### src/rtl/vga_timing_gen_pkg.sv
// ---------------------------------------------------------------------------
// vga_timing_pkg
// Shared types and helpers for the VGA timing generator.
//   state_e      : controller state (IDLE / RUN / STOPPING)
//   DEF_*        : default 640x480@60 raster geometry
//   axis_total   : pixels (or lines) per axis period
//   sync_start/end : first/last count value at which sync is asserted
// ---------------------------------------------------------------------------
package vga_timing_pkg;

    typedef enum logic [1:0] {
        IDLE     = 2'd0,
        RUN      = 2'd1,
        STOPPING = 2'd2
    } state_e;

    localparam int DEF_HACTIVE = 640;
    localparam int DEF_HFP     = 16;
    localparam int DEF_HSYNC   = 96;
    localparam int DEF_HBP     = 48;
    localparam int DEF_VACTIVE = 480;
    localparam int DEF_VFP     = 10;
    localparam int DEF_VSYNC   = 2;
    localparam int DEF_VBP     = 33;

    function automatic int axis_total(input int active, input int fp, input int sync, input int bp);
        return active + fp + sync + bp;
    endfunction

    function automatic int sync_start(input int active, input int fp);
        return active + fp;
    endfunction

    function automatic int sync_end(input int active, input int fp, input int sync);
        return active + fp + sync - 1;
    endfunction

endpackage

### src/rtl/vga_timing_gen_axis_counter.sv
// ---------------------------------------------------------------------------
// vga_axis_counter
// One raster axis: counts 0..TOTAL-1 while enabled, wraps to 0, and decodes
// the active and sync windows of the current count.
//   vclk_i    : pixel clock
//   rst_n_i   : async active-low reset (count -> 0)
//   en_i      : advance the count this cycle
//   cnt_o     : current count
//   last_o    : count == TOTAL-1
//   active_o  : count in [0, ACTIVE-1]
//   sync_o    : count in [SYNC_START, SYNC_END] (polarity applied by caller)
// ---------------------------------------------------------------------------
module vga_axis_counter #(
    parameter int WIDTH      = 11,
    parameter int ACTIVE     = 640,
    parameter int SYNC_START = 656,
    parameter int SYNC_END   = 751,
    parameter int TOTAL      = 800
) (
    input  logic             vclk_i,
    input  logic             rst_n_i,
    input  logic             en_i,
    output logic [WIDTH-1:0] cnt_o,
    output logic             last_o,
    output logic             active_o,
    output logic             sync_o
);

    localparam logic [WIDTH-1:0] LAST_C   = WIDTH'(TOTAL - 1);
    localparam logic [WIDTH-1:0] ACTIVE_C = WIDTH'(ACTIVE);
    localparam logic [WIDTH-1:0] SS_C     = WIDTH'(SYNC_START);
    localparam logic [WIDTH-1:0] SE_C     = WIDTH'(SYNC_END);

    logic [WIDTH-1:0] cnt_q, cnt_d;

    always_comb begin
        cnt_d = cnt_q;
        if (en_i) begin
            cnt_d = last_o ? '0 : cnt_q + 1'b1;
        end
    end

    always_ff @(posedge vclk_i or negedge rst_n_i) begin
        if (!rst_n_i) begin
            cnt_q <= '0;
        end else begin
            cnt_q <= cnt_d;
        end
    end

    assign cnt_o    = cnt_q;
    assign last_o   = (cnt_q == LAST_C);
    assign active_o = (cnt_q < ACTIVE_C);
    assign sync_o   = (cnt_q >= SS_C) && (cnt_q <= SE_C);

endmodule

### src/rtl/vga_timing_gen.sv
// ---------------------------------------------------------------------------
// vga_timing_gen
// VGA raster timing with one-line-ahead line-memory fetch requests.
//
// state    | meaning
// ---------+-------------------------------------------------------------
// IDLE     | counters parked at (0,0), raster outputs at rest values
// RUN      | free-running raster, line-0 prefetch issued each frame end
// STOPPING | finishing current frame, no line-0 prefetch; -> IDLE at end
//
// Ports:
//   VCLK, RST_N        : pixel clock, async active-low reset
//   iEN                : run request (start/stop at frame boundary)
//   iLINE_ACK          : line memory finished loading requested line
//   iCLR_UNDERRUN      : clears the sticky underrun flag
//   oHSYNC/oVSYNC      : syncs, polarity from HSYNC_POL/VSYNC_POL
//   oDE, oH_ADDR/oV_ADDR : active video and pixel/line address (0 off DE)
//   oLINE_REQ/_Y       : one-cycle fetch pulse and held line number
//   oFRAME_START       : pulse with the first DE cycle of a frame
//   oFRAME_CNT         : completed frames (wraps)
//   oUNDERRUN          : sticky late-ack flag
//   oRUNNING           : state != IDLE
//
// All raster outputs are registered decodes of the counters, so they lag
// the counter value by one clock. Line requests are aligned to the same
// stage, so a request shows up with the output of hcnt == HACTIVE.
// oFRAME_CNT and oLINE_REQ_Y keep their values through IDLE; only reset
// clears them.
// ---------------------------------------------------------------------------
module vga_timing_gen
    import vga_timing_pkg::*;
#(
    parameter int ADDR_WIDTH = 11,
    parameter int HACTIVE    = DEF_HACTIVE,
    parameter int HFP        = DEF_HFP,
    parameter int HSYNC      = DEF_HSYNC,
    parameter int HBP        = DEF_HBP,
    parameter int VACTIVE    = DEF_VACTIVE,
    parameter int VFP        = DEF_VFP,
    parameter int VSYNC      = DEF_VSYNC,
    parameter int VBP        = DEF_VBP,
    parameter int HSYNC_POL  = 0,
    parameter int VSYNC_POL  = 0,
    parameter int FCNT_WIDTH = 16
) (
    input  logic                  VCLK,
    input  logic                  RST_N,
    input  logic                  iEN,
    input  logic                  iLINE_ACK,
    input  logic                  iCLR_UNDERRUN,
    output logic                  oHSYNC,
    output logic                  oVSYNC,
    output logic                  oDE,
    output logic [ADDR_WIDTH-1:0] oH_ADDR,
    output logic [ADDR_WIDTH-1:0] oV_ADDR,
    output logic                  oLINE_REQ,
    output logic [ADDR_WIDTH-1:0] oLINE_REQ_Y,
    output logic                  oFRAME_START,
    output logic [FCNT_WIDTH-1:0] oFRAME_CNT,
    output logic                  oUNDERRUN,
    output logic                  oRUNNING
);

    localparam int HTOTAL   = axis_total(HACTIVE, HFP, HSYNC, HBP);
    localparam int VTOTAL   = axis_total(VACTIVE, VFP, VSYNC, VBP);
    localparam int HS_START = sync_start(HACTIVE, HFP);
    localparam int HS_END   = sync_end(HACTIVE, HFP, HSYNC);
    localparam int VS_START = sync_start(VACTIVE, VFP);
    localparam int VS_END   = sync_end(VACTIVE, VFP, VSYNC);

    localparam logic [ADDR_WIDTH-1:0] H_REQ_C = ADDR_WIDTH'(HACTIVE);
    localparam logic [ADDR_WIDTH-1:0] V_ACT_C = ADDR_WIDTH'(VACTIVE);
    localparam logic                  HS_ON   = (HSYNC_POL != 0);
    localparam logic                  VS_ON   = (VSYNC_POL != 0);

    state_e state_q, state_d;

    logic [ADDR_WIDTH-1:0] h_cnt, v_cnt, v_next;
    logic h_last, h_act, h_sync, v_last, v_act, v_sync;
    logic counting, h_wrap, frame_wrap, underrun_set;

    logic                  req_q, req_d;
    logic [ADDR_WIDTH-1:0] req_y_q, req_y_d;
    logic                  pending_q, pending_d;
    logic                  underrun_q, underrun_d;
    logic [FCNT_WIDTH-1:0] frame_cnt_q;
    logic                  de_q, hs_q, vs_q, fs_q;
    logic [ADDR_WIDTH-1:0] h_addr_q, v_addr_q;

    assign counting   = (state_q != IDLE);
    assign h_wrap     = counting && h_last;
    assign frame_wrap = h_wrap && v_last;
    assign v_next     = v_cnt + 1'b1;
    // A request always lands one line ahead of its line, so the last pixel
    // of the current line is the deadline for whatever is still pending.
    assign underrun_set = h_wrap && pending_q;

    vga_axis_counter #(
        .WIDTH      (ADDR_WIDTH),
        .ACTIVE     (HACTIVE),
        .SYNC_START (HS_START),
        .SYNC_END   (HS_END),
        .TOTAL      (HTOTAL)
    ) u_h_cnt (
        .vclk_i   (VCLK),
        .rst_n_i  (RST_N),
        .en_i     (counting),
        .cnt_o    (h_cnt),
        .last_o   (h_last),
        .active_o (h_act),
        .sync_o   (h_sync)
    );

    vga_axis_counter #(
        .WIDTH      (ADDR_WIDTH),
        .ACTIVE     (VACTIVE),
        .SYNC_START (VS_START),
        .SYNC_END   (VS_END),
        .TOTAL      (VTOTAL)
    ) u_v_cnt (
        .vclk_i   (VCLK),
        .rst_n_i  (RST_N),
        .en_i     (h_wrap),
        .cnt_o    (v_cnt),
        .last_o   (v_last),
        .active_o (v_act),
        .sync_o   (v_sync)
    );

    always_comb begin
        state_d    = state_q;
        req_d      = 1'b0;
        req_y_d    = req_y_q;
        pending_d  = pending_q;
        underrun_d = underrun_q;

        case (state_q)
            IDLE: begin
                if (iEN) begin
                    state_d = RUN;
                    // first frame has no previous frame end to prefetch from
                    req_d   = 1'b1;
                    req_y_d = '0;
                end
            end
            RUN: begin
                if (!iEN) state_d = STOPPING;
            end
            STOPPING: begin
                if (iEN)             state_d = RUN;
                else if (frame_wrap) state_d = IDLE;
            end
            default: state_d = IDLE;
        endcase

        if (counting && (h_cnt == H_REQ_C)) begin
            if (v_next < V_ACT_C) begin
                req_d   = 1'b1;
                req_y_d = v_next;
            end else if (v_last && (state_q == RUN)) begin
                req_d   = 1'b1;
                req_y_d = '0;
            end
        end

        if (iLINE_ACK)    pending_d = 1'b0;
        if (underrun_set) pending_d = 1'b0;
        if (req_d)        pending_d = 1'b1;

        if (iCLR_UNDERRUN) underrun_d = 1'b0;
        if (underrun_set)  underrun_d = 1'b1;
    end

    always_ff @(posedge VCLK or negedge RST_N) begin
        if (!RST_N) begin
            state_q     <= IDLE;
            req_q       <= 1'b0;
            req_y_q     <= '0;
            pending_q   <= 1'b0;
            underrun_q  <= 1'b0;
            frame_cnt_q <= '0;
        end else begin
            state_q    <= state_d;
            req_q      <= req_d;
            req_y_q    <= req_y_d;
            pending_q  <= pending_d;
            underrun_q <= underrun_d;
            if (frame_wrap) frame_cnt_q <= frame_cnt_q + 1'b1;
        end
    end

    always_ff @(posedge VCLK or negedge RST_N) begin
        if (!RST_N) begin
            de_q     <= 1'b0;
            hs_q     <= ~HS_ON;
            vs_q     <= ~VS_ON;
            h_addr_q <= '0;
            v_addr_q <= '0;
            fs_q     <= 1'b0;
        end else if (counting) begin
            de_q     <= h_act && v_act;
            hs_q     <= h_sync ? HS_ON : ~HS_ON;
            vs_q     <= v_sync ? VS_ON : ~VS_ON;
            h_addr_q <= (h_act && v_act) ? h_cnt : '0;
            v_addr_q <= (h_act && v_act) ? v_cnt : '0;
            fs_q     <= (h_cnt == '0) && (v_cnt == '0);
        end else begin
            de_q     <= 1'b0;
            hs_q     <= ~HS_ON;
            vs_q     <= ~VS_ON;
            h_addr_q <= '0;
            v_addr_q <= '0;
            fs_q     <= 1'b0;
        end
    end

    assign oHSYNC       = hs_q;
    assign oVSYNC       = vs_q;
    assign oDE          = de_q;
    assign oH_ADDR      = h_addr_q;
    assign oV_ADDR      = v_addr_q;
    assign oLINE_REQ    = req_q;
    assign oLINE_REQ_Y  = req_y_q;
    assign oFRAME_START = fs_q;
    assign oFRAME_CNT   = frame_cnt_q;
    assign oUNDERRUN    = underrun_q;
    assign oRUNNING     = counting;

endmodule

### config.mk
export PLATFORM = sky130hd
export DESIGN_NAME = vga_timing_gen
export DESIGN_NICKNAME = d
export VERILOG_FILES = /design/src/rtl/vga_timing_gen_pkg.sv /design/src/rtl/vga_timing_gen_axis_counter.sv /design/src/rtl/vga_timing_gen.sv
export SDC_FILE = /design/constraint.sdc
export NUM_CORES = 1
export LEC_CHECK = 0
export CORE_AREA = 3 3 94 96
export DETAILED_ROUTE_END_ITERATION = 16
export DIE_AREA = 0 0 97 99
export MAX_ROUTING_LAYER = met4
export PLACE_DENSITY = 0.75
export SLEW_MARGIN = 20
export SYNTH_ARGS = -nofsm -noshare
export SYNTH_HDL_FRONTEND = slang
export SYNTH_HIERARCHICAL = 1
export SYNTH_SLANG_ARGS = --single-unit
### constraint.sdc
create_clock -name VCLK -period 2.7 [get_ports VCLK]
set_clock_uncertainty 0.2 [all_clocks]
set_input_delay 0.405 -clock VCLK [delete_from_list [all_inputs] [get_ports VCLK]]
set_output_delay 0.405 -clock VCLK [all_outputs]
set_load 0.05 [all_outputs]
==> Implementation_results.wiki, run 1 <==
{| class="wikitable"
! Metric !! Value
|-
| Run status || completed
|-
| Number of hold violations in the final report || 0
|-
| Number of nets in the layout || 453
|-
| Yosys warning count || 6
|-
| Switching share of power || 27.7%
|-
| Worst setup timing slack at the placement stage || 0.104 ns
|-
| Count of pins on the block boundary || 61
|-
| Pins over their slew limit || 0
|-
| CTS Root Buffer Type || clkbuf_8
|-
| Accumulated negative setup slack || 0 ns
|-
| Share of layout cells above drive strength 1 || 17.2%
|-
| Post-synthesis instance area || 0.00388 mm2
|-
| Worst Tran Pin Value || 0.509 ns
|-
| Fraction of the yosys area taken by sequential cells || 51.7%
|-
| Logic gate share of total power || 15.5%
|-
| Number of global-route vias before repair || 3063
|-
| Largest incremental delay on the critical path || 0.58 ns
|-
| Util after Layout || 61.5%
|-
| Average size of a mapped cell || 10.9 um2
|-
| Vert. Die Dim || 99 um
|-
| Peak clock frequency supported by timing || 393 MHz
|-
| Iteration count of the initial detailed-routing pass || 5
|-
| Element type at the critical path start || flop
|-
| Final instance count without filler cells || 552
|-
| Total overflow reported by the global router || 0
|-
| Sink count of the clock tree || 80
|-
| Cell type with the highest occurrence count on the critical path || or4_4
|-
| RSZ-0062 raised after global routing || no
|-
| PwrDens || 575 mW/mm2
|-
| Maximum number of pins on one net before global-route repair || 52
|-
| Share of power burned in registers || 46.9%
|-
| Ant diodes || 0
|-
| Starting density of the core || 47.7%
|-
| Num CTS Buffers || 9
|-
| Core area || 0.00813 mm2
|-
| Hold WS || 0.273 ns
|-
| Design internal power || 2.08 mW
|-
| Total track usage || 19.8%
|-
| Share of synthesized registers carrying an async set or reset || 100%
|-
| IR Drop Worst-Case VDD || 0.000347 V
|-
| Net Sw Power || 0.798 mW
|-
| Number of violations of the max-capacitance limit || 0
|-
| Buffers on Ports || 60
|-
| Count of endpoints failing setup in the final report || 0
|-
| Routed length per placed instance || 15.9 um
|-
| Number of buffers inserted to repair setup after CTS || 0
|-
| Detail-routed via count per cell || 5.55
|-
| Crit-path slowest cell || or4_4
|-
| Number of design rule violations left after detail routing || 0
|-
| Type of element capturing the critical path || flop
|-
| Clock power share || 37.6%
|-
| Post-detail-place hpwl || 6320 um
|-
| Clock buffer depth || 2
|-
| Leak pwr || 2.17 nW
|-
| Fillers || 674
|-
| Final WL || 8800 um
|-
| CP Cell Sequence || or4_4 -> nor3_4 -> o211ai_1 -> or4_4 -> nor2_2 -> nand4_1 -> xnor2_1
|-
| Worst-case headroom to the max-slew limit || 65.2%
|-
| TritonCTS clock tree || done
|-
| Remaining antenna violation count after routing || 0
|-
| Floorplan row count || 33
|-
| Post-route clock period utilization || 94.3%
|-
| Post-synthesis to final-layout area growth || 29.1%
|-
| Critical Path AT || 2.59 ns
|-
| Critical setup path kind || reg -> reg
|-
| Area of the die || 0.00960 mm2
|-
| Die X-Extent || 97 um
|-
| Crit path time final || 2.55 ns
|-
| H-tree lvl count || 3
|-
| Critical Path Fanout Max || 4
|-
| Primary FF master, synth || dfrtp_1
|-
| Iteration-0 DRC Markers || 112
|-
| Post-Syn Nets || 368
|-
| Ranking of synthesized cells by area || dfrtp_1, xor2_1, xnor2_1, and2_1, nand2_1
|-
| Type of the worst min-delay path || reg -> reg
|-
| RD Place Congestion || 0.952
|-
| Total number of vias || 3066
|-
| Share of the synthesized area in the top cell type || 50.3%
|-
| Initial antenna violation count || 0
|-
| Number of enable flip-flop cells after synthesis || 0
|-
| Clock edge transition at the registers on the reported setup and hold paths || 0.08 ns
|-
| Global-route wire length before repair || 15000 um
|-
| Number of placed instances with taps included || 535
|-
| Total of flip-flops plus latches after synthesis || 80
|-
| Critical path data required time || 2.74 ns
|-
| Clock latency of the later-clocked register in the worst-skew pair || 0.35 ns
|-
| Top cell type by total area after synthesis || dfrtp_1
|-
| Final Worst Setup Slack || 0.153 ns
|-
| Number of different library cells in the post-synthesis netlist || 71
|-
| Number of cells produced by synthesis || 357
|}
==> synth_stat cells (3+ instances only) <==
cell     instances
nor4b_1          3
nor2_1          18
xor2_1          17
nand3_1         15
or3_1            3
nor3_1           9
o31ai_1          5
nand2_1         30
and2_1          22
nor4_1           5
dfrtp_1         78
nor3b_1          4
a21oi_1          6
ha_1             6
buf_4            5
xnor2_1         16
nand4_1         15
o32ai_1          7
buf_2            3
and3_1           3
inv_1           23
o21ai_0          5
==> layout make-up <==
type,count,area (um2),area share [%]
timing repair buffer,88,821,16.4
clock inverter,6,116,2.32
inverter,23,86.3,1.72
sequential,80,2000,40.0
tap,105,131,2.62
multi-input combinational,240,1710,34.1
clock buffer,10,138,2.75
==> power by group through the flow <==
stage                     sequential, mW  combinational, mW  clock, mW
after CTS                           1.35              0.447       1.11
final                               1.35              0.446       1.08
after floorplan                     1.47              0.177          0
after global routing                1.36              0.485       1.16
after detailed placement            1.37              0.445          0
after global placement              1.37              0.437          0
==> sequential cells by signal (all words and copies together), names as in the netlist <==
signal         flops
oDE                1
oFRAME_CNT        16
oFRAME_START       1
oHSYNC             1
oH_ADDR           11
oLINE_REQ          1
oLINE_REQ_Y       11
oUNDERRUN          1
oVSYNC             1
oV_ADDR           11
pending_q          1
state_q            2
u_h_cnt/cnt_o     11
u_v_cnt/cnt_o     11
==> worst max-delay path: cells and delay by family (launching register included) <==
kind | cells | cell delay (ns)
compound gates | 1 | 0.17
xor+xnor | 1 | 0.15
flops | 1 | 0.39
simple gates | 5 | 1.52
==> through the flow <==
stage	area [um2]	power [mW]
6_report	5010	2.88
5_1_grt	5010	3.01
4_1_cts	4990	2.91
3_5_place_dp	4730	1.82
3_3_place_gp	4730	1.80
2_1_floorplan	3890	1.65
==> repair_timing <==
item,in CTS,in global routing
hold endpoints to repair,28,0
hold buffers,1,0
gates resized for setup,0,5
endpoints found under the setup margin,0,7
==> kinds of logic (layout without fill, tap and decap cells) <==
logic type                 Yosys count  count (layout)  synth area share [%]
adders and majority gates            6               6                  1.94
AOI/OAI and AO/OA                   43              43                  9.19
DFF                                 80              80                  51.7
and+or+nand+nor                    157             157                  24.5
buffers and inverters               37             127                  4.90
muxes                                1               1                 0.290
xor gates and xnor gates            33              33                  7.45
==> layout by cell type, fill, tap and decap left out, types with 4 or more instances in the layout <==
cell type / count
a21oi_1: 6
nand2_1: 30
clkbuf_8: 10
o31ai_1: 5
ha_1: 4
buf_4: 28
nor4_1: 4
and2_1: 21
inv_1: 23
dfrtp_1: 78
o21ai_0: 5
nand4_1: 15
o32ai_1: 7
nor2_1: 17
xor2_1: 17
clkdlybuf4s50_1: 58
nand3_1: 15
nor3_1: 9
xnor2_1: 16
nor3b_1: 4
==> worst paths after layout <==
path | from | end | slack (ns) | depth (start not counted)
worst max-delay path | u_v_cnt/cnt_o[7] | oFRAME_CNT[14] | 0.15 | 7
worst min-delay path | oFRAME_CNT[15] | oFRAME_CNT[15] | 0.27 | 1
worst max register to register | u_v_cnt/cnt_o[7] | oFRAME_CNT[14] | 0.15 | 7
worst min register to register | oFRAME_CNT[15] | oFRAME_CNT[15] | 0.27 | 1
max in group asynchronous | RST_N | oHSYNC | 1.35 | 3
min in group asynchronous | RST_N | oH_ADDR[3] | 0.32 | 2
==> routing by layer <==
layer | up-vias | routed length, um | global-route usage (%)
met4 | 0 | 128 | 7.45
met1 | 1499 | 3680 | 24.6
met5 | - | 0 | -
met3 | 17 | 485 | 4.74
li1 | 1426 | - | -
met2 | 124 | 4510 | 31.8
(Power assumes the default switching activity.)
==> run 2: changes to the inputs <==
--- a/config.mk
+++ b/config.mk
@@ -8,6 +8,7 @@
 export CORE_AREA = 3 3 94 96
 export DETAILED_ROUTE_END_ITERATION = 16
 export DIE_AREA = 0 0 97 99
+export GPL_TIMING_DRIVEN = 0
 export MAX_ROUTING_LAYER = met4
 export PLACE_DENSITY = 0.75
 export SLEW_MARGIN = 20
==> run 2 against run 1 <==
  * Register-to-register slack got worse by 0.12 ns
  * Critical path type unchanged
  * Power is 5.0% lower
  * Largest power group unchanged
  * Global-route usage is 0.49 points lower
  * Largest cell class unchanged
  * Critical endpoint is now oFRAME_CNT[8]
==> Implementation_results.wiki, run 2 (same netlist as run 1, synthesis figures left out) <==
{| class="wikitable"
! Metric !! Value
|-
| Iteration-0 DRC Markers || 121 (+8.0%)
|-
| Core area || 0.00813 mm2 (unchanged)
|-
| Final WL || 8770 um (-0.36%)
|-
| Iteration count of the initial detailed-routing pass || 5 (unchanged)
|-
| Maximum number of pins on one net before global-route repair || 52 (unchanged)
|-
| Ant diodes || 0 (unchanged)
|-
| Number of placed instances with taps included || 523 (-2.2%)
|-
| Number of design rule violations left after detail routing || 0 (unchanged)
|-
| Clock edge transition at the registers on the reported setup and hold paths || 0.09 ns (about the same)
|-
| TritonCTS clock tree || done
|-
| Hold WS || 0.275 ns (+0.00221 ns)
|-
| Number of hold violations in the final report || 0 (unchanged)
|-
| IR Drop Worst-Case VDD || 0.000282 V (-19%)
|-
| H-tree lvl count || 3 (unchanged)
|-
| Type of the worst min-delay path || reg -> reg
|-
| Num CTS Buffers || 9 (unchanged)
|-
| Worst-case headroom to the max-slew limit || 62.9% (-2.3 points)
|-
| Clock latency of the later-clocked register in the worst-skew pair || 0.36 ns (about the same)
|-
| Sink count of the clock tree || 80 (unchanged)
|-
| Type of element capturing the critical path || flop
|-
| Post-route clock period utilization || 98.9% (+4.6 points)
|-
| PwrDens || 537 mW/mm2 (-6.7%)
|-
| Total cell area at the placement stage || 0.00465 mm2 (-1.7%)
|-
| Fillers || 651 (-3.4%)
|-
| CTS Root Buffer Type || clkbuf_8
|-
| Vert. Die Dim || 99 um (unchanged)
|-
| Number of global-route vias before repair || 3064 (+0.033%)
|-
| Register Area || 0.00202 mm2 (+0.81%)
|-
| Starting density of the core || 47.7% (unchanged)
|-
| Largest incremental delay on the critical path || 0.58 ns (about the same)
|-
| Worst setup timing slack at the placement stage || -0.357 ns (-0.460 ns)
|-
| Pins over their slew limit || 0 (unchanged)
|-
| Total track usage || 19.4% (-0.49 points)
|-
| Final Worst Setup Slack || 0.0297 ns (-0.124 ns)
|-
| Crit-path slowest cell || or4b_4
|-
| Clock buffer depth || 2 (unchanged)
|-
| Global-route wire length before repair || 14700 um (-2.1%)
|-
| Detail-routed via count per cell || 5.48 (-1.4%)
|-
| Leak pwr || 2.19 nW (+0.69%)
|-
| Critical Path AT || 2.75 ns (+0.16 ns)
|-
| Combined area of the multi-input logic cells || 0.00174 mm2 (+1.9%)
|-
| Util after Layout || 62.7% (+1.1 points)
|-
| Count of endpoints failing setup in the final report || 0 (unchanged)
|-
| RSZ-0062 raised after global routing || yes
|-
| Critical Path Fanout Max || 4 (unchanged)
|-
| Worst Tran Pin Value || 0.543 ns (+0.0340 ns)
|-
| Remaining antenna violation count after routing || 0 (unchanged)
|-
| Post-detail-place hpwl || 5900 um (-6.6%)
|-
| Tot Pwr || 2.74 mW (-5.0%)
|-
| Share of layout cells above drive strength 1 || 22.1% (+4.9 points)
|-
| Commonest non-fill, non-tap cell in the layout || dfrtp_1
|-
| Total number of vias || 3073 (+0.23%)
|-
| Peak clock frequency supported by timing || 374 MHz (-4.6%)
|-
| Routed length per placed instance || 15.6 um (-2.0%)
|-
| Buffers on Ports || 60 (unchanged)
|-
| Final instance count without filler cells || 561 (+1.6%)
|-
| RD Place Congestion || 0.896 (-5.9%)
|-
| Post-synthesis to final-layout area growth || 31.4%
|-
| Final design instance area without fill || 0.00510 mm2 (+1.8%)
|-
| Commonest cells after routing, fill and taps aside || dfrtp_1, clkdlybuf4s50_1, nand2_1
|-
| Critical setup path kind || reg -> reg
|-
| Critical path data required time || 2.78 ns (+0.04 ns)
|-
| Number of violations of the max-capacitance limit || 0 (unchanged)
|-
| Total overflow reported by the global router || 0 (unchanged)
|-
| Number of nets in the layout || 462 (+2.0%)
|-
| Initial antenna violation count || 0 (unchanged)
|-
| Run status || completed
|-
| Floorplan row count || 33 (unchanged)
|-
| Largest register FFs || 16 (unchanged)
|-
| Element type at the critical path start || flop
|-
| Accumulated negative setup slack || 0 ns (unchanged)
|-
| Area of the die || 0.00960 mm2 (unchanged)
|-
| Count of pins on the block boundary || 61 (unchanged)
|-
| CP Cell Sequence || or4b_4 -> nor3_4 -> o211ai_1 -> or4_4 -> buf_4 -> nor2_2 -> xor2_1
|-
| Die X-Extent || 97 um (unchanged)
|-
| Crit path time final || 2.67 ns (+0.124 ns)
|}
[run 2: worst paths after layout]
kind / start / endpoint / slack [ns] / cells after the start
min in group asynchronous: RST_N / oH_ADDR[3] / 0.32 / 2
max in group asynchronous: RST_N / oHSYNC / 1.36 / 3
hold / removal: oFRAME_CNT[15] / oFRAME_CNT[15] / 0.27 / 1
setup / recovery: u_h_cnt/cnt_o[7] / oFRAME_CNT[8] / 0.03 / 7
setup reg to reg: u_h_cnt/cnt_o[7] / oFRAME_CNT[8] / 0.03 / 7
hold reg to reg: oFRAME_CNT[15] / oFRAME_CNT[15] / 0.27 / 1
[run 2: repair_timing]
action / CTS / global route
gates resized for setup: 16 / 12
pin swaps: 7 / 13
hold buffers: 1 / 0
hold endpoints to repair: 28 / 0
buffers inserted: 12 / 9
endpoints found under the setup margin: 13 / 15
cloned: 0 / 0
[run 2: cell type report]
class / count / area share, %
Clock buffer: 11 / 2.97
Tap cell: 105 / 2.58
Clock inverter: 5 / 1.23
Multi-Input combinational cell: 240 / 34.2
Buffer: 14 / 2.16
Sequential cell: 80 / 39.6
Timing Repair Buffer: 83 / 15.6
Inverter: 23 / 1.69
[run 2: power breakdown]
group          switching (mW)  internal [mW]  total (mW)
logic                   0.287          0.165       0.451
clock network           0.453          0.482       0.935
registers              0.0754           1.28        1.35
[run 2: worst max-delay path, delay by kind of cell, from the launching register on]
kind / cells / cell delay, ns
AND/OR/NAND/NOR: 4 / 1.40
flip-flops: 1 / 0.43
AO/OA/AOI/OAI: 1 / 0.25
buffers and inverters: 1 / 0.17
XOR/XNOR: 1 / 0.15
[run 2: routing by layer]
metal  vias up  track usage (%)  share of wire [%]
met5         -                -                  0
met2       106             31.6                 50
li1       1442                -                  -
met1      1513             23.5                 42
met3        12             5.31                6.1
met4         0             6.05                1.4
==> run 3: changes to the inputs <==
--- a/config.mk
+++ b/config.mk
@@ -11,6 +11,7 @@
 export GPL_TIMING_DRIVEN = 0
 export MAX_ROUTING_LAYER = met4
 export PLACE_DENSITY = 0.75
+export SETUP_SLACK_MARGIN = 0.3
 export SLEW_MARGIN = 20
 export SYNTH_ARGS = -nofsm -noshare
 export SYNTH_HDL_FRONTEND = slang
==> run 3 against run 2 <==
  * Final cell count increased by 4.3%
  * Clock-buffer cell count unchanged
  * Routed wire length increased by 8.6%
  * Via count increased by 4.2%
  * Utilization increased by 4.2 points
  * Power decreased by 2.9%
  * First-iteration DRC count increased by 25%
  * Fmax increased by 3.4%
  * Worst hold slack improved by 0.0019 ns
  * Clock power decreased by 14%
==> Implementation_results.wiki, run 3 (same netlist as run 1, synthesis figures left out) <==
{| class="wikitable"
! Metric !! Value
|-
| Run status || completed
|-
| Critical Path Fanout Max || 4 (unchanged)
|-
| Worst Tran Pin Value || 0.513 ns (-0.0293 ns)
|-
| Remaining antenna violation count after routing || 0 (unchanged)
|-
| Count of endpoints failing setup in the final report || 0 (unchanged)
|-
| Register Area || 0.00202 mm2 (about the same)
|-
| Number of nets in the layout || 486 (+5.2%)
|-
| Post-synthesis to final-layout area growth || 40.2%
|-
| Leak pwr || 2.39 nW (+9.3%)
|-
| CP Cell Sequence || or4b_4 -> nor3_4 -> buf_4 -> buf_6 -> and2_4 -> buf_6 -> nand4_1 -> buf_6 -> or2_4 -> o21ai_1
|-
| Clock latency of the later-clocked register in the worst-skew pair || 0.35 ns (about the same)
|-
| Number of hold violations in the final report || 0 (unchanged)
|-
| Commonest cells after routing, fill and taps aside || dfrtp_1, clkdlybuf4s50_1, buf_4
|-
| Core area || 0.00813 mm2 (unchanged)
|-
| Clock buffer depth || 2 (unchanged)
|-
| PwrDens || 489 mW/mm2 (-9.0%)
|-
| Critical path data required time || 2.77 ns (about the same)
|-
| Type of the worst min-delay path || reg -> reg
|-
| Critical setup path kind || reg -> reg
|-
| Area of the die || 0.00960 mm2 (unchanged)
|-
| Die X-Extent || 97 um (unchanged)
|-
| Combined area of the multi-input logic cells || 0.00192 mm2 (+10%)
|-
| Clock edge transition at the registers on the reported setup and hold paths || 0.08 ns (about the same)
|-
| Detail-routed via count per cell || 5.48 (about the same)
|-
| Buffers on Ports || 60 (unchanged)
|-
| Floorplan row count || 33 (unchanged)
|-
| CTS Root Buffer Type || clkbuf_8
|-
| Tot Pwr || 2.66 mW (-2.9%)
|-
| Commonest non-fill, non-tap cell in the layout || dfrtp_1
|-
| H-tree lvl count || 3 (unchanged)
|-
| RSZ-0062 raised after global routing || yes
|-
| Number of violations of the max-capacitance limit || 0 (unchanged)
|-
| Crit-path slowest cell || or4b_4
|-
| Util after Layout || 66.9% (+4.2 points)
|-
| Largest register FFs || 16 (unchanged)
|-
| Levels on crit path || 10 (+3)
|-
| Peak clock frequency supported by timing || 387 MHz (+3.4%)
|-
| Total number of vias || 3203 (+4.2%)
|-
| Cell type with the highest occurrence count on the critical path || buf_6
|-
| Total track usage || 20.4% (+0.99 points)
|-
| Starting density of the core || 47.7% (unchanged)
|-
| Number of design rule violations left after detail routing || 0 (unchanged)
|-
| Buffers & Inverters on Critical Path || 4 (+3)
|-
| Final WL || 9520 um (+8.6%)
|-
| Category of cells accounting for the largest share of critical-path delay || simple AND/OR/NAND/NOR gates
|-
| Num CTS Buffers || 9 (unchanged)
|-
| Iteration count of the initial detailed-routing pass || 4 (-1)
|-
| RD Place Congestion || 0.898 (+0.25%)
|-
| Sink count of the clock tree || 80 (unchanged)
|-
| Iteration-0 DRC Markers || 151 (+25%)
|-
| Number of global-route vias before repair || 3207 (+4.7%)
|-
| Total overflow reported by the global router || 0 (unchanged)
|-
| IR Drop Worst-Case VDD || 0.000286 V (+1.5%)
|-
| Post-route clock period utilization || 95.7% (-3.2 points)
|-
| Critical Path AT || 2.65 ns (-0.10 ns)
|-
| Largest incremental delay on the critical path || 0.56 ns (-0.02 ns)
|-
| Fillers || 608 (-6.6%)
|-
| Global-route wire length before repair || 15500 um (+5.5%)
|-
| Type of element capturing the critical path || flop
|-
| Hold WS || 0.277 ns (+0.00191 ns)
|-
| Count of pins on the block boundary || 61 (unchanged)
|-
| Share of layout cells above drive strength 1 || 30.0% (+7.9 points)
|-
| TritonCTS clock tree || done
|-
| Routed length per placed instance || 16.3 um (+4.2%)
|-
| Number of cell instances on the worst register-to-register path || 10 (+3)
|-
| Vert. Die Dim || 99 um (unchanged)
|-
| Pins over their slew limit || 0 (unchanged)
|-
| Number of stages on the worst hold path || 1 (unchanged)
|-
| Crit path time final || 2.58 ns (-0.0869 ns)
|-
| Ant diodes || 0 (unchanged)
|-
| Worst-case headroom to the max-slew limit || 65.7% (+2.8 points)
|-
| Element type at the critical path start || flop
|-
| Initial antenna violation count || 0 (unchanged)
|-
| Post-detail-place hpwl || 5760 um (-2.4%)
|-
| Maximum number of pins on one net before global-route repair || 53 (+1.9%)
|}
-- run 3: changes by cell type in the layout (fill, tap and decap cells not counted), moves of 2 or more --
| cell | delta |
|---|---|
| buf_4 | +17 |
| buf_6 | +7 |
| clkinv_2 | +2 |
| nand3_1 | -3 |
| nand3_2 | +3 |
| nor3_4 | +2 |
| nor4_4 | +2 |
| o21ai_0 | -2 |
| o32ai_1 | -6 |
| o32ai_2 | +4 |
| o32ai_4 | +2 |
-- run 3: final timing paths --
check	to	startpoint	slack, ns
max	u_v_cnt/cnt_o[4]	u_h_cnt/cnt_o[7]	0.12
min	oFRAME_CNT[15]	oFRAME_CNT[15]	0.28
max reg2reg	u_v_cnt/cnt_o[4]	u_h_cnt/cnt_o[7]	0.12
min reg2reg	oFRAME_CNT[15]	oFRAME_CNT[15]	0.28
max in group asynchronous	oHSYNC	RST_N	1.36
min in group asynchronous	oH_ADDR[3]	RST_N	0.33
-- run 3: layout make-up --
class | count | share of cell area (%)
Clock inverter | 5 | 0.598
Tap cell | 105 | 2.42
Timing Repair Buffer | 107 | 18.3
Clock buffer | 11 | 2.60
Buffer | 14 | 2.09
Inverter | 23 | 1.59
Multi-Input combinational cell | 240 | 35.2
Sequential cell | 80 | 37.2
-- run 3: through the flow --
step | setup WS [ns] | std cells | TNS (ns) | area (um2)
floorplan | 0.0875 | 357 | 0 | 3900
global placement | -1.99 | 522 | -135.75 | 4640
detailed placement | -0.294 | 523 | -1.42 | 4660
CTS | 0.0288 | 568 | 0 | 5140
global route | 0.0221 | 585 | 0 | 5440
finish | 0.117 | 585 | 0 | 5440
-- run 3: timing repair --
action / 4_1_cts / 5_1_grt
endpoints found under the hold margin: 27 / 0
gates resized for setup: 29 / 38
setup endpoints to repair: 32 / 30
setup buffers: 27 / 16
hold buffers: 1 / 0
gates cloned: 1 / 1
pin swaps: 16 / 22
-- run 3: per-layer routing --
layer  vias to the layer above  track usage, %  part of all wire, %
li1                       1495               -                    -
met1                      1570            25.1                   40
met2                       121            33.7                   52
met3                        17            3.26                  5.6
met4                         0            7.99                  1.9
met5                         -               -                    0
-- run 3: power by group --
part / switching (mW) / leakage, nW / internal (mW)
combinational: 0.307 / 1.24 / 0.199
sequential: 0.0728 / 1.06 / 1.28
clock: 0.447 / 0.0813 / 0.356
